**src/rtl/cpm_pkg.sv**
```systemverilog
// -----------------------------------------------------------------------------
// cpm_pkg
// Shared definitions for the CPM drain serializer slice.
//   cpm_state_e : FSM state encoding (IDLE, DRAIN)
//   CPM_DW      : default word width
//   clog2_min1  : index-width helper that never returns 0
// Optional build macro used by this slice: CPM_DRAIN_B2B_EN (see cpm_drain_ser).
// -----------------------------------------------------------------------------
package cpm_pkg;

    typedef enum logic {
        IDLE  = 1'b0,
        DRAIN = 1'b1
    } cpm_state_e;

    localparam int CPM_DW = 8;

    // A one-word bank would otherwise get a zero-width index.
    function automatic int clog2_min1(input int n);
        return (n <= 2) ? 1 : $clog2(n);
    endfunction

endpackage

```
**src/rtl/cpm_drain_ser_if.sv**
```systemverilog
// -----------------------------------------------------------------------------
// cpm_drain_ser_if
// Load and output stream bundle of the CPM drain serializer.
//   LdVld/LdRdy/LdData      : parallel snapshot handshake (NUM*DW bits)
//   OutVld/OutRdy/OutData   : serialized word stream (DW bits)
//   OutIdx/OutLast          : index of the current word, last-word flag
//   Busy                    : a snapshot is held
// Modports: slave = serializer side, master = producer/consumer side.
// -----------------------------------------------------------------------------
interface cpm_drain_ser_if
    import cpm_pkg::*;
#(
    parameter int DW  = CPM_DW,
    parameter int NUM = 16
);
    localparam int IDXW = clog2_min1(NUM);

    logic                LdVld;
    logic                LdRdy;
    logic [NUM*DW-1:0]   LdData;
    logic                OutVld;
    logic                OutRdy;
    logic [DW-1:0]       OutData;
    logic [IDXW-1:0]     OutIdx;
    logic                OutLast;
    logic                Busy;

    modport slave (
        input  LdVld, LdData, OutRdy,
        output LdRdy, OutVld, OutData, OutIdx, OutLast, Busy
    );

    modport master (
        output LdVld, LdData, OutRdy,
        input  LdRdy, OutVld, OutData, OutIdx, OutLast, Busy
    );

endinterface

```
**src/rtl/cpm_drain_bank.sv**
```systemverilog
// -----------------------------------------------------------------------------
// cpm_drain_bank
// NUM x DW snapshot registers with a read mux.
//   Clk    : clock
//   Rst    : synchronous active-high reset (bank -> 0)
//   Clr    : synchronous flush (bank -> 0), same effect as Rst
//   LdEn   : capture all NUM words of LdData
//   LdData : packed snapshot, word i = LdData[i*DW +: DW]
//   RdIdx  : word select
//   RdData : bank[RdIdx]
// -----------------------------------------------------------------------------
module cpm_drain_bank
    import cpm_pkg::*;
#(
    parameter int DW   = CPM_DW,
    parameter int NUM  = 16,
    parameter int IDXW = clog2_min1(NUM)
) (
    input  logic              Clk,
    input  logic              Rst,
    input  logic              Clr,
    input  logic              LdEn,
    input  logic [NUM*DW-1:0] LdData,
    input  logic [IDXW-1:0]   RdIdx,
    output logic [DW-1:0]     RdData
);

    logic [DW-1:0] bank_q [NUM];

    // NOTE: the bank is reset on purpose: a flushed snapshot must read back
    // as zero, so this array cannot be left to power-up values like a RAM.
    always_ff @(posedge Clk) begin
        if (Rst || Clr) begin
            for (int i = 0; i < NUM; i++) begin
                bank_q[i] <= '0;
            end
        end else if (LdEn) begin
            for (int i = 0; i < NUM; i++) begin
                bank_q[i] <= LdData[i*DW +: DW];
            end
        end
    end

    // The index never exceeds NUM-1, so the mux needs no range guard.
    assign RdData = bank_q[RdIdx];

endmodule

```
**src/rtl/cpm_drain_ser.sv**
```systemverilog
// -----------------------------------------------------------------------------
// cpm_drain_ser
// Takes a parallel snapshot of NUM words and serializes it, index order, onto
// a DW-wide valid/ready stream. Sits between the CPM register bank and the
// output/write-back path.
//   Clk   : clock
//   Rst   : synchronous active-high reset
//   Clear : synchronous abort, same effect as Rst
//   bus   : cpm_drain_ser_if.slave (load handshake, output stream, Busy)
// Build option:
//   CPM_DRAIN_B2B_EN defined -> in DRAIN, LdRdy = OutRdy & last index; a load
//   taken with the last beat restarts the drain with no IDLE gap.
//   Undefined (default)      -> LdRdy=0 throughout DRAIN, one IDLE cycle
//   between snapshots.
// -----------------------------------------------------------------------------
module cpm_drain_ser
    import cpm_pkg::*;
#(
    parameter int DW  = CPM_DW,
    parameter int NUM = 16
) (
    input  logic              Clk,
    input  logic              Rst,
    input  logic              Clear,
    cpm_drain_ser_if.slave    bus
);

    localparam int              IDXW     = clog2_min1(NUM);
    localparam logic [IDXW-1:0] LAST_IDX = IDXW'(NUM - 1);

    cpm_state_e      state_q, state_d;
    logic [IDXW-1:0] idx_q, idx_d;
    logic            ld_en;
    logic            is_last;
    logic [DW-1:0]   rd_data;

    cpm_drain_bank #(
        .DW   (DW),
        .NUM  (NUM),
        .IDXW (IDXW)
    ) u_bank (
        .Clk    (Clk),
        .Rst    (Rst),
        .Clr    (Clear),
        .LdEn   (ld_en),
        .LdData (bus.LdData),
        .RdIdx  (idx_q),
        .RdData (rd_data)
    );

    // NOTE: state registers use non-blocking assignments so every flop
    // samples the pre-edge value of every other flop.
    always_ff @(posedge Clk) begin
        if (Rst || Clear) begin
            state_q <= IDLE;
            idx_q   <= '0;
        end else begin
            state_q <= state_d;
            idx_q   <= idx_d;
        end
    end

    assign is_last = (idx_q == LAST_IDX);

    // NOTE: every output of this block gets a default first, so no path
    // through the case leaves a signal unassigned and infers a latch.
    always_comb begin
        state_d     = state_q;
        idx_d       = idx_q;
        ld_en       = 1'b0;
        bus.LdRdy   = 1'b0;
        bus.OutVld  = 1'b0;
        bus.OutData = '0;
        bus.OutIdx  = '0;
        bus.OutLast = 1'b0;
        bus.Busy    = 1'b0;

        case (state_q)
            IDLE: begin
                bus.LdRdy = 1'b1;
                if (bus.LdVld) begin
                    ld_en   = 1'b1;
                    idx_d   = '0;
                    state_d = DRAIN;
                end
            end

            DRAIN: begin
                // Stream outputs come from state, index and bank registers
                // only, so they hold still under backpressure.
                bus.OutVld  = 1'b1;
                bus.OutData = rd_data;
                bus.OutIdx  = idx_q;
                bus.OutLast = is_last;
                bus.Busy    = 1'b1;
`ifdef CPM_DRAIN_B2B_EN
                // The one intended input-to-output path: a new snapshot may
                // land exactly when the last word leaves.
                bus.LdRdy = bus.OutRdy && is_last;
`endif
                if (bus.OutRdy) begin
                    if (is_last) begin
                        idx_d = '0;
`ifdef CPM_DRAIN_B2B_EN
                        if (bus.LdVld) begin
                            ld_en   = 1'b1;
                            state_d = DRAIN;
                        end else begin
                            state_d = IDLE;
                        end
`else
                        state_d = IDLE;
`endif
                    end else begin
                        idx_d = idx_q + 1'b1;
                    end
                end
            end

            default: begin
                state_d = IDLE;
            end
        endcase
    end

endmodule

```
**src/flat_wrapper.sv**
```systemverilog
// flat-port wrapper written by rule: the top's interface ports become plain ports
module cpm_drain_ser_flat import cpm_pkg::*;
#(
    parameter int DW  = CPM_DW,
    parameter int NUM = 16
)
  (Clk, Rst, Clear, bus_LdVld, bus_LdData, bus_OutRdy, bus_LdRdy, bus_OutVld, bus_OutData, bus_OutIdx, bus_OutLast, bus_Busy);
  cpm_drain_ser_if #(.DW(DW), .NUM(NUM)) bus_i ();
  input  logic Clk;
  input  logic Rst;
  input  logic Clear;
  input wire logic [$bits(bus_i.LdVld)-1:0] bus_LdVld;
  input wire logic [$bits(bus_i.LdData)-1:0] bus_LdData;
  input wire logic [$bits(bus_i.OutRdy)-1:0] bus_OutRdy;
  output wire logic [$bits(bus_i.LdRdy)-1:0] bus_LdRdy;
  output wire logic [$bits(bus_i.OutVld)-1:0] bus_OutVld;
  output wire logic [$bits(bus_i.OutData)-1:0] bus_OutData;
  output wire logic [$bits(bus_i.OutIdx)-1:0] bus_OutIdx;
  output wire logic [$bits(bus_i.OutLast)-1:0] bus_OutLast;
  output wire logic [$bits(bus_i.Busy)-1:0] bus_Busy;
  assign bus_i.LdVld = bus_LdVld;
  assign bus_i.LdData = bus_LdData;
  assign bus_i.OutRdy = bus_OutRdy;
  assign bus_LdRdy = bus_i.LdRdy;
  assign bus_OutVld = bus_i.OutVld;
  assign bus_OutData = bus_i.OutData;
  assign bus_OutIdx = bus_i.OutIdx;
  assign bus_OutLast = bus_i.OutLast;
  assign bus_Busy = bus_i.Busy;
  cpm_drain_ser #(.DW(DW), .NUM(NUM)) u_core (.Clk(Clk), .Rst(Rst), .Clear(Clear), .bus(bus_i));
endmodule
```
**config.mk**
```make
export PLATFORM = sky130hd
export DESIGN_NAME = cpm_drain_ser_flat
export DESIGN_NICKNAME = d
export VERILOG_FILES = /design/src/rtl/cpm_pkg.sv /design/src/rtl/cpm_drain_ser_if.sv /design/src/rtl/cpm_drain_bank.sv /design/src/rtl/cpm_drain_ser.sv /design/src/flat_wrapper.sv
export SDC_FILE = /design/constraint.sdc
export NUM_CORES = 1
export LEC_CHECK = 0
export BUFFER_PORTS_ARGS = -buffer_cell sky130_fd_sc_hd__buf_2
export CAP_MARGIN = 20
export CORE_ASPECT_RATIO = 1.25
export CORE_MARGIN = 4
export CORE_UTILIZATION = 30
export DETAILED_ROUTE_END_ITERATION = 8
export PLACE_DENSITY_LB_ADDON = 0.15
export SLEW_MARGIN = 20
export SYNTH_ARGS = -nofsm -noshare
export SYNTH_HDL_FRONTEND = slang
export SYNTH_SLANG_ARGS = --single-unit
```
**constraint.sdc**
```tcl
create_clock -name Clk -period 5.2 [get_ports Clk]
set_input_delay 1.04 -clock Clk [delete_from_list [all_inputs] [get_ports Clk]]
set_output_delay 1.04 -clock Clk [all_outputs]
set_load 0.005 [all_outputs]
```
==> results of run 1 <==
-- synthesized netlist by cell type (all sizes together) --
library cell and n:
edfxtp 128, a31oi 1, ha 1, nand2b 4, nor2b 1, o211ai 1
inv 1, xor2 1, or3 1, and2b 1, a32oi 1, a21boi 1
a21oi 2, nor3 4, nand3 10, mux4 4, nor2 4, a22oi 28
o21ai 9, mux2i 57, dfxtp 9, buf 22, and2 134, and3 1
nand2 13, clkbuf 6
-- report_power, final --
| group | total (uW) | internal (uW) | leakage (uW) | switching [uW] |
|---|---|---|---|---|
| logic | 152 | 75.5 | 0.00130 | 76.6 |
| clock network | 1120 | 672 | 0.000256 | 444 |
| registers | 1290 | 1270 | 0.00154 | 19.5 |
-- state kept, by name (all words and copies together) (netlist names), named ones only --
name / cells
u_core.u_bank.bank_q: 128
u_core.idx_q: 4
u_core.state_q: 1
-- worst register-to-register path, stage by stage (launching register included) --
cell	delay (ns)
dfxtp_1	0.45
inv_2	0.15
nand2_2	0.10
nand2_4	0.70
buf_4	0.55
-- layout make-up --
type / instances / share of cell area, %
flip-flops and latches: 137 / 51.8
multi-input cells: 279 / 26.1
repair buffers: 154 / 10.4
clock buffers: 23 / 6.41
well taps: 274 / 4.41
clock inverters: 9 / 0.853
inverters: 1 / 0.0483
-- logic make-up after synthesis --
group | count (synthesis)
buffers and inverters | 29
flip-flops | 137
XOR/XNOR | 1
multiplexers | 61
AND/OR/NAND/NOR | 173
AO/OA/AOI/OAI | 43
adder cells (fa/ha/maj) | 1
-- stage by stage --
stage | util [%] | instance area, um^2 | cells | worst slack, ns
after floorplan | - | 6330 | 445 | 0.462
after global placement | 34.5 | 7180 | 844 | 1.94
after detailed placement | 34.5 | 7180 | 844 | 1.93
after CTS | 37.2 | 7740 | 876 | 1.48
after global routing | 37.3 | 7770 | 877 | 1.73
final | 37.3 | 7770 | 877 | 1.94
-- layer usage --
metal	part of all wire [%]	up-vias
li1	-	1910
met4	1.4	0
met1	43	1836
met2	51	102
met5	0	-
met3	4.8	12
-- worst paths after layout --
path	from	endpoint	depth (start not counted)
max	register	bus_OutData[0]	5
min	u_core.idx_q[3]	u_core.idx_q[3]	2
max reg2reg	u_core.state_q	u_core.u_bank.bank_q[6][3]	4
min reg2reg	u_core.idx_q[3]	u_core.idx_q[3]	2
==> metrics.md, run 1 <==
| Metric | Value |
|---|---|
| TritonCTS buffer count | 17 |
| Die ar. | 23500 um^2 |
| Post-Synth Adder-Cell Area | 0.198% |
| Die Y | 170 um |
| Synth cell types | 35 |
| Clock Path Buffers | 2 |
| Main combinational cell family by area after synthesis | simple AND/OR/NAND/NOR gates |
| FF+latch count, synth | 137 |
| Buffers & Inverters on Critical Path | 1 |
| IO Port Bufs | 148 |
| Avg Vias per Cell | 4.40 |
| Mapped Cells | 445 |
| DRC | 0 |
| Clk root buf | clkbuf_16 |
| Share of layout cells above drive strength 1 | 32.7% |
| HPWL after detailed placement | 11000 um |
| Die X-Extent | 138 um |
| Number of routed nets with antenna violations | 0 |
| Leakage | 0.00310 uW |
| Post-DR wirelength/cell | 17.4 um |
| Critical path fanouts, max | 16 |
| N_diodes | 0 |
| Post-cts sizing count | 0 |
| WHS | 0.571 ns |
| Startpoint types | register |
| Post-synthesis mux area share | 10.4% |
| Core ar. | 20800 um^2 |
| Worst-case clock skew | 0.00536 ns |
| Final hold viol count | 0 |
| Max Cap Viol | 0 |
| CP required | 4.16 ns |
| Crit. End Element | primary output |
| Pin count of the biggest net entering global routing | 81 |
| Clock sinks | 137 |
| Syn nets | 579 |
| Worst path cell trace | nor2_2 -> a22oi_1 -> nand3_1 -> o21ai_1 -> buf_2 |
| GPL Wtd Cong | 0.790 |
| Site Rows | 59 |
| Register area share after synthesis | 63.6% |
| DRT iter0 DRCs | 229 |
| Final wirelength | 15200 um |
| Critical path class | register to primary output |
| Arrival @ worst endpoint | 2.22 ns |
| Synth warn | 0 |
| Area fraction of the dominant cell type after synthesis | 60.7% |
| Setup violations, final | 0 |
| Mapped Avg Cell Area | 14.2 um^2 |
| Max_slew headroom | 36.4% |
| Outcome | finished clean |
| Antenna violations before repair | 0 |
| Via count | 3860 |
| Fill count | 2061 |
| Synthesis-to-layout area growth | 22.8% |
| Post-Synth XOR/XNOR Area | 0.138% |
| Max-slew violations | 0 |
| GR met2 Demand/Resource | 22.3% |
| RSZ-0062 raised after global routing | no |
| Clk_lat worst skew | 0.41 ns |
| Max incr delay on CP | 0.71 ns |
| Worst-margin pin slew | 0.954 ns |
| CP max-delay cell | nor2_2 |
| Hold Path Class | register to register |
| Max Clock Freq | 0.306 GHz |
| Met3 Resource Use GR | 3.34% |
| Simple-gate portion of the synthesized area | 16.4% |
| Final Power | 2560 uW |
| GRT Resource Usage Total | 13.2% |
| Total gr overflow | 0 |
| Synth area leader | edfxtp_1 |
| CP top delay family | simple AND/OR/NAND/NOR gates |
| Compound-Gate Fraction of Synth Area | 4.66% |
| Initial Util | 30.4% |
| Vias in the first global route | 4172 |
| GR Util met1 | 16.4% |
| Multi-input gate area | 2030 um^2 |
| Peak supply drop | 0.226 mV |
| CTS Hold Bufs | 0 |
| Nets | 724 |
| Most common cell after layout, fill and taps aside | buf_2 |
| Tmin final | 3.26 ns |
| P per Cell Area | 330 nW/um^2 |
| Ports | 149 |
| Setup TNS | 0 ns |
| Reg-to-reg slack, setup | 2.88 ns |
| H-tree Lvls | 4 |
| # Post-CTS Setup Buffers | 0 |
| Cell Area, Synth | 6330 um^2 |
| Final worst-path cycle share | 62.8% |
| FF+latch area | 4030 um^2 |
| CTS tree | built |
| Clk slew on worst S/H paths | 0.06 ns |
| GRT busiest layer | met2 |
| Ranking of synthesized cells by area | edfxtp_1 (61%), and2_1 (13%), mux2i_1 (9.0%) |
| Drt pass-1 iters | 4 |
| Most frequent cells in the layout | buf_2 (148), and2_1 (133), edfxtp_1 (128) |
| First-pass GRT wire length | 22700 um |
Power figures use the tool's default switching activity.
==> run 2, diff against run 1 <==
Settings changed: ABC_AREA set to 1.
Clock period 5.2 ns to 2.9 ns, I/O delays scaled along.
==> metrics.md, run 2 <==
| Metric | Value |
|---|---|
| Largest registers | u_core.u_bank.bank_q x128, u_core.idx_q x4, u_core.state_q x1 |
| Post-synth top flop | edfxtp_1 |
| Antenna violations before repair | 0 (unchanged) |
| Most common cell after layout, fill and taps aside | inv_1 |
| Post-cts sizing count | 0 (unchanged) |
| FF+latch count, synth | 137 (unchanged) |
| Max Cap Viol | 0 (unchanged) |
| EDFF count, synth | 128 (unchanged) |
| Share of layout cells above drive strength 1 | 20.2% (-12 points) |
| Post-synth top cells | inv_1 (204), nand2_1 (202), nor2_1 (133) |
| Leakage | 0.00434 uW (+40%) |
| HPWL after detailed placement | 12700 um (+16%) |
| Post-DR wirelength/cell | 13.9 um (-20%) |
| Fin util | 37.7% (+0.40 points) |
| Fill count | 2415 (+17%) |
| Pin count of the biggest net entering global routing | 119 (+47%) |
| Synth warn | 0 (unchanged) |
| Setup violations, final | 0 (unchanged) |
| Die X-Extent | 143 um (+3.4%) |
| TritonCTS buffer count | 17 (unchanged) |
| Internal Power | 3690 uW (+83%) |
| Ys async rst share | 0% (unchanged) |
| Worst-case clock skew | 0.0106 ns (+0.00526 ns) |
| GRT Resource Usage Total | 14.1% (+0.89 points) |
| Synth area leader | edfxtp_1 |
| CP required | 2.32 ns (-1.84 ns) |
| Initial Util | 30.5% (+0.095 points) |
| Total gr overflow | 0 (unchanged) |
| Count leader, synth | inv_1 |
| Crit. End Element | primary output |
| Power share of the combinational group | 7.2% (+1.3 points) |
| Clock sinks | 137 (unchanged) |
| Tmin final | 2.75 ns |
| Core ar. | 22300 um^2 (+7.1%) |
| Die Y | 176 um (+3.5%) |
| DRT iter0 DRCs | 304 (+33%) |
| CTS Hold Bufs | 0 (unchanged) |
| CTS tree | built |
| WHS | 0.452 ns (-0.118 ns) |
| Peak supply drop | 0.385 mV (+71%) |
| Ranking of synthesized cells by area | edfxtp_1 (57%), inv_1 (11%), nand2_1 (11%) |
| Die ar. | 25200 um^2 (+7.0%) |
| FF+latch area | 4030 um^2 (about the same) |
| Synthesis-to-layout area growth | 23.7% |
| Max_slew headroom | 48.5% (+12 points) |
| Mapped Avg Cell Area | 8.28 um^2 (-42%) |
| Number of routed nets with antenna violations | 0 (unchanged) |
| Net Sw Frac | 22.6% (+1.5 points) |
| Part of the power in the clock network | 44.0% (+0.4 points) |
| Register area share after synthesis | 59.2% (-4.4 points) |
| Final hold viol count | 0 (unchanged) |
| Cell Area, Synth | 6800 um^2 (+7.4%) |
| Final wirelength | 17500 um (+15%) |
| Reg-to-reg slack, setup | 1.00 ns (-1.88 ns) |
| Switching pwr | 1080 uW (+99%) |
| Reg-to-Reg End | u_core.u_bank.bank_q[6][6] |
| Max-slew violations | 0 (unchanged) |
| Sequential share of power | 48.8% (-1.7 points) |
| Syn nets | 955 (+65%) |
| Nets | 1095 (+51%) |
| IO Port Bufs | 148 (unchanged) |
| Drt pass-1 iters | 4 (unchanged) |
| Startpoint types | register |
| Critical path fanouts, max | 20 (+4) |
| Critical path class | register to primary output |
| Mapped Cells | 821 (+84%) |
| Outcome | finished clean |
| Hold Path Class | input pin to register |
| Worst R2R Start | u_core.state_q |
| Clock Path Buffers | 2 (unchanged) |
| Clk slew on worst S/H paths | 0.06 ns (about the same) |
| # Post-CTS Setup Buffers | 0 (unchanged) |
| Reg2reg path depth | 2 (-2) |
| Critical hold path startpoint | bus_LdData[1] |
| RSZ-0062 raised after global routing | no |
| H-tree Lvls | 4 (unchanged) |
| Final Power | 4770 uW (+86%) |
| DRC | 0 (unchanged) |
| Site Rows | 61 (+3.4%) |
| Multi-input gate area | 1790 um^2 (-12%) |
| Setup TNS | 0 ns (unchanged) |
| Reg with most FFs | u_core.u_bank.bank_q |
| Clk root buf | clkbuf_16 |
| Via count | 5212 (+35%) |
| Clk_lat worst skew | 0.42 ns (about the same) |
| N_diodes | 0 (unchanged) |
| Worst-margin pin slew | 0.772 ns (-0.182 ns) |
| Arrival @ worst endpoint | 2.17 ns (-0.05 ns) |
| Area fraction of the dominant cell type after synthesis | 56.5% (-4.2 points) |
| Max reg flops | 128 (unchanged) |
| Hold EP | u_core.u_bank.bank_q[0][1] |
| Hold depth | 3 (+1) |
| Avg Vias per Cell | 4.15 (-5.8%) |
| Final worst-path cycle share | 94.9% |
| Synth cell types | 20 (-43%) |
| Max Clock Freq | 0.363 GHz |
| Most frequent cells in the layout | inv_1 (203), nand2_1 (201), buf_2 (148) |
| GPL Wtd Cong | 0.736 (-6.9%) |
| P per Cell Area | 567 nW/um^2 (+72%) |
| Vias in the first global route | 5335 (+28%) |
| Ports | 149 (unchanged) |
| First-pass GRT wire length | 27000 um (+19%) |
==> run 2: changes by cell type after synthesis, sizes merged, moves of 28 or more <==
cell and change:
inv +206, a22oi -28, nor2 +129, mux2i -57, and2 -134, nand3 +71
nand2 +189
==> run 2: power groups by stage <==
stage | Clock (uW) | Combinational (uW) | Sequential (uW)
floorplan | 0 | 196 | 2350
global placement | 0 | 351 | 2370
detailed placement | 0 | 350 | 2370
CTS | 2160 | 352 | 2330
global route | 2240 | 397 | 2340
finish | 2100 | 342 | 2330
==> run 2: cell families after synthesis <==
family,Yosys count,share of synthesized area (%)
adder cells (fa/ha/maj),1,0.184
AND/OR/NAND/NOR,417,24.5
flip-flops,137,59.2
buffers and inverters,247,14.6
AO/OA/AOI/OAI,19,1.45
==> run 2: final cells by class <==
type,instances,area share (%)
clock buffers,18,5.10
clock inverters,14,1.76
multi-input cells,437,21.3
inverters,208,9.43
well taps,283,4.21
flip-flops and latches,137,47.9
repair buffers,160,10.3
==> run 2: how the worst max path moves through the flow <==
stage,slack (ns),cells past startpoint,endpoint
floorplan,-0.24,2,u_core.u_bank.bank_q[0][0]
global placement,0.62,9,bus_OutData[3]
detailed placement,0.60,9,bus_OutData[3]
CTS,0.14,9,bus_OutData[3]
global route,0.02,9,bus_OutData[0]
finish,0.15,9,bus_OutData[3]
==> run 2: routing by layer <==
metal | up-vias | global-route usage, % | share of wire (%)
met5 | - | 0 | 0
li1 | 2751 | - | -
met2 | 107 | 25.0 | 52
met3 | 13 | 2.82 | 3.9
met4 | 0 | 4.12 | 1.3
met1 | 2341 | 17.2 | 43
==> run 2: critical path: stages (launching register included) <==
cell and delay [ns]:
dfxtp_2 0.34, inv_2 0.30, buf_4 0.28, nand2_1 0.07
nand2_1 0.05, nand2_1 0.05, nand3_1 0.09, nand3_1 0.14
a21oi_1 0.27, buf_2 0.17
==> run 2: metrics by stage <==
stage | cells | setup WS (ns) | cell area (um^2)
6_report | 1257 | 0.147 | 8410
5_1_grt | 1257 | 0.0220 | 8410
4_1_cts | 1257 | 0.140 | 8410
3_5_place_dp | 1225 | 0.596 | 7830
3_3_place_gp | 1225 | 0.620 | 7830
2_1_floorplan | 821 | -0.239 | 6820
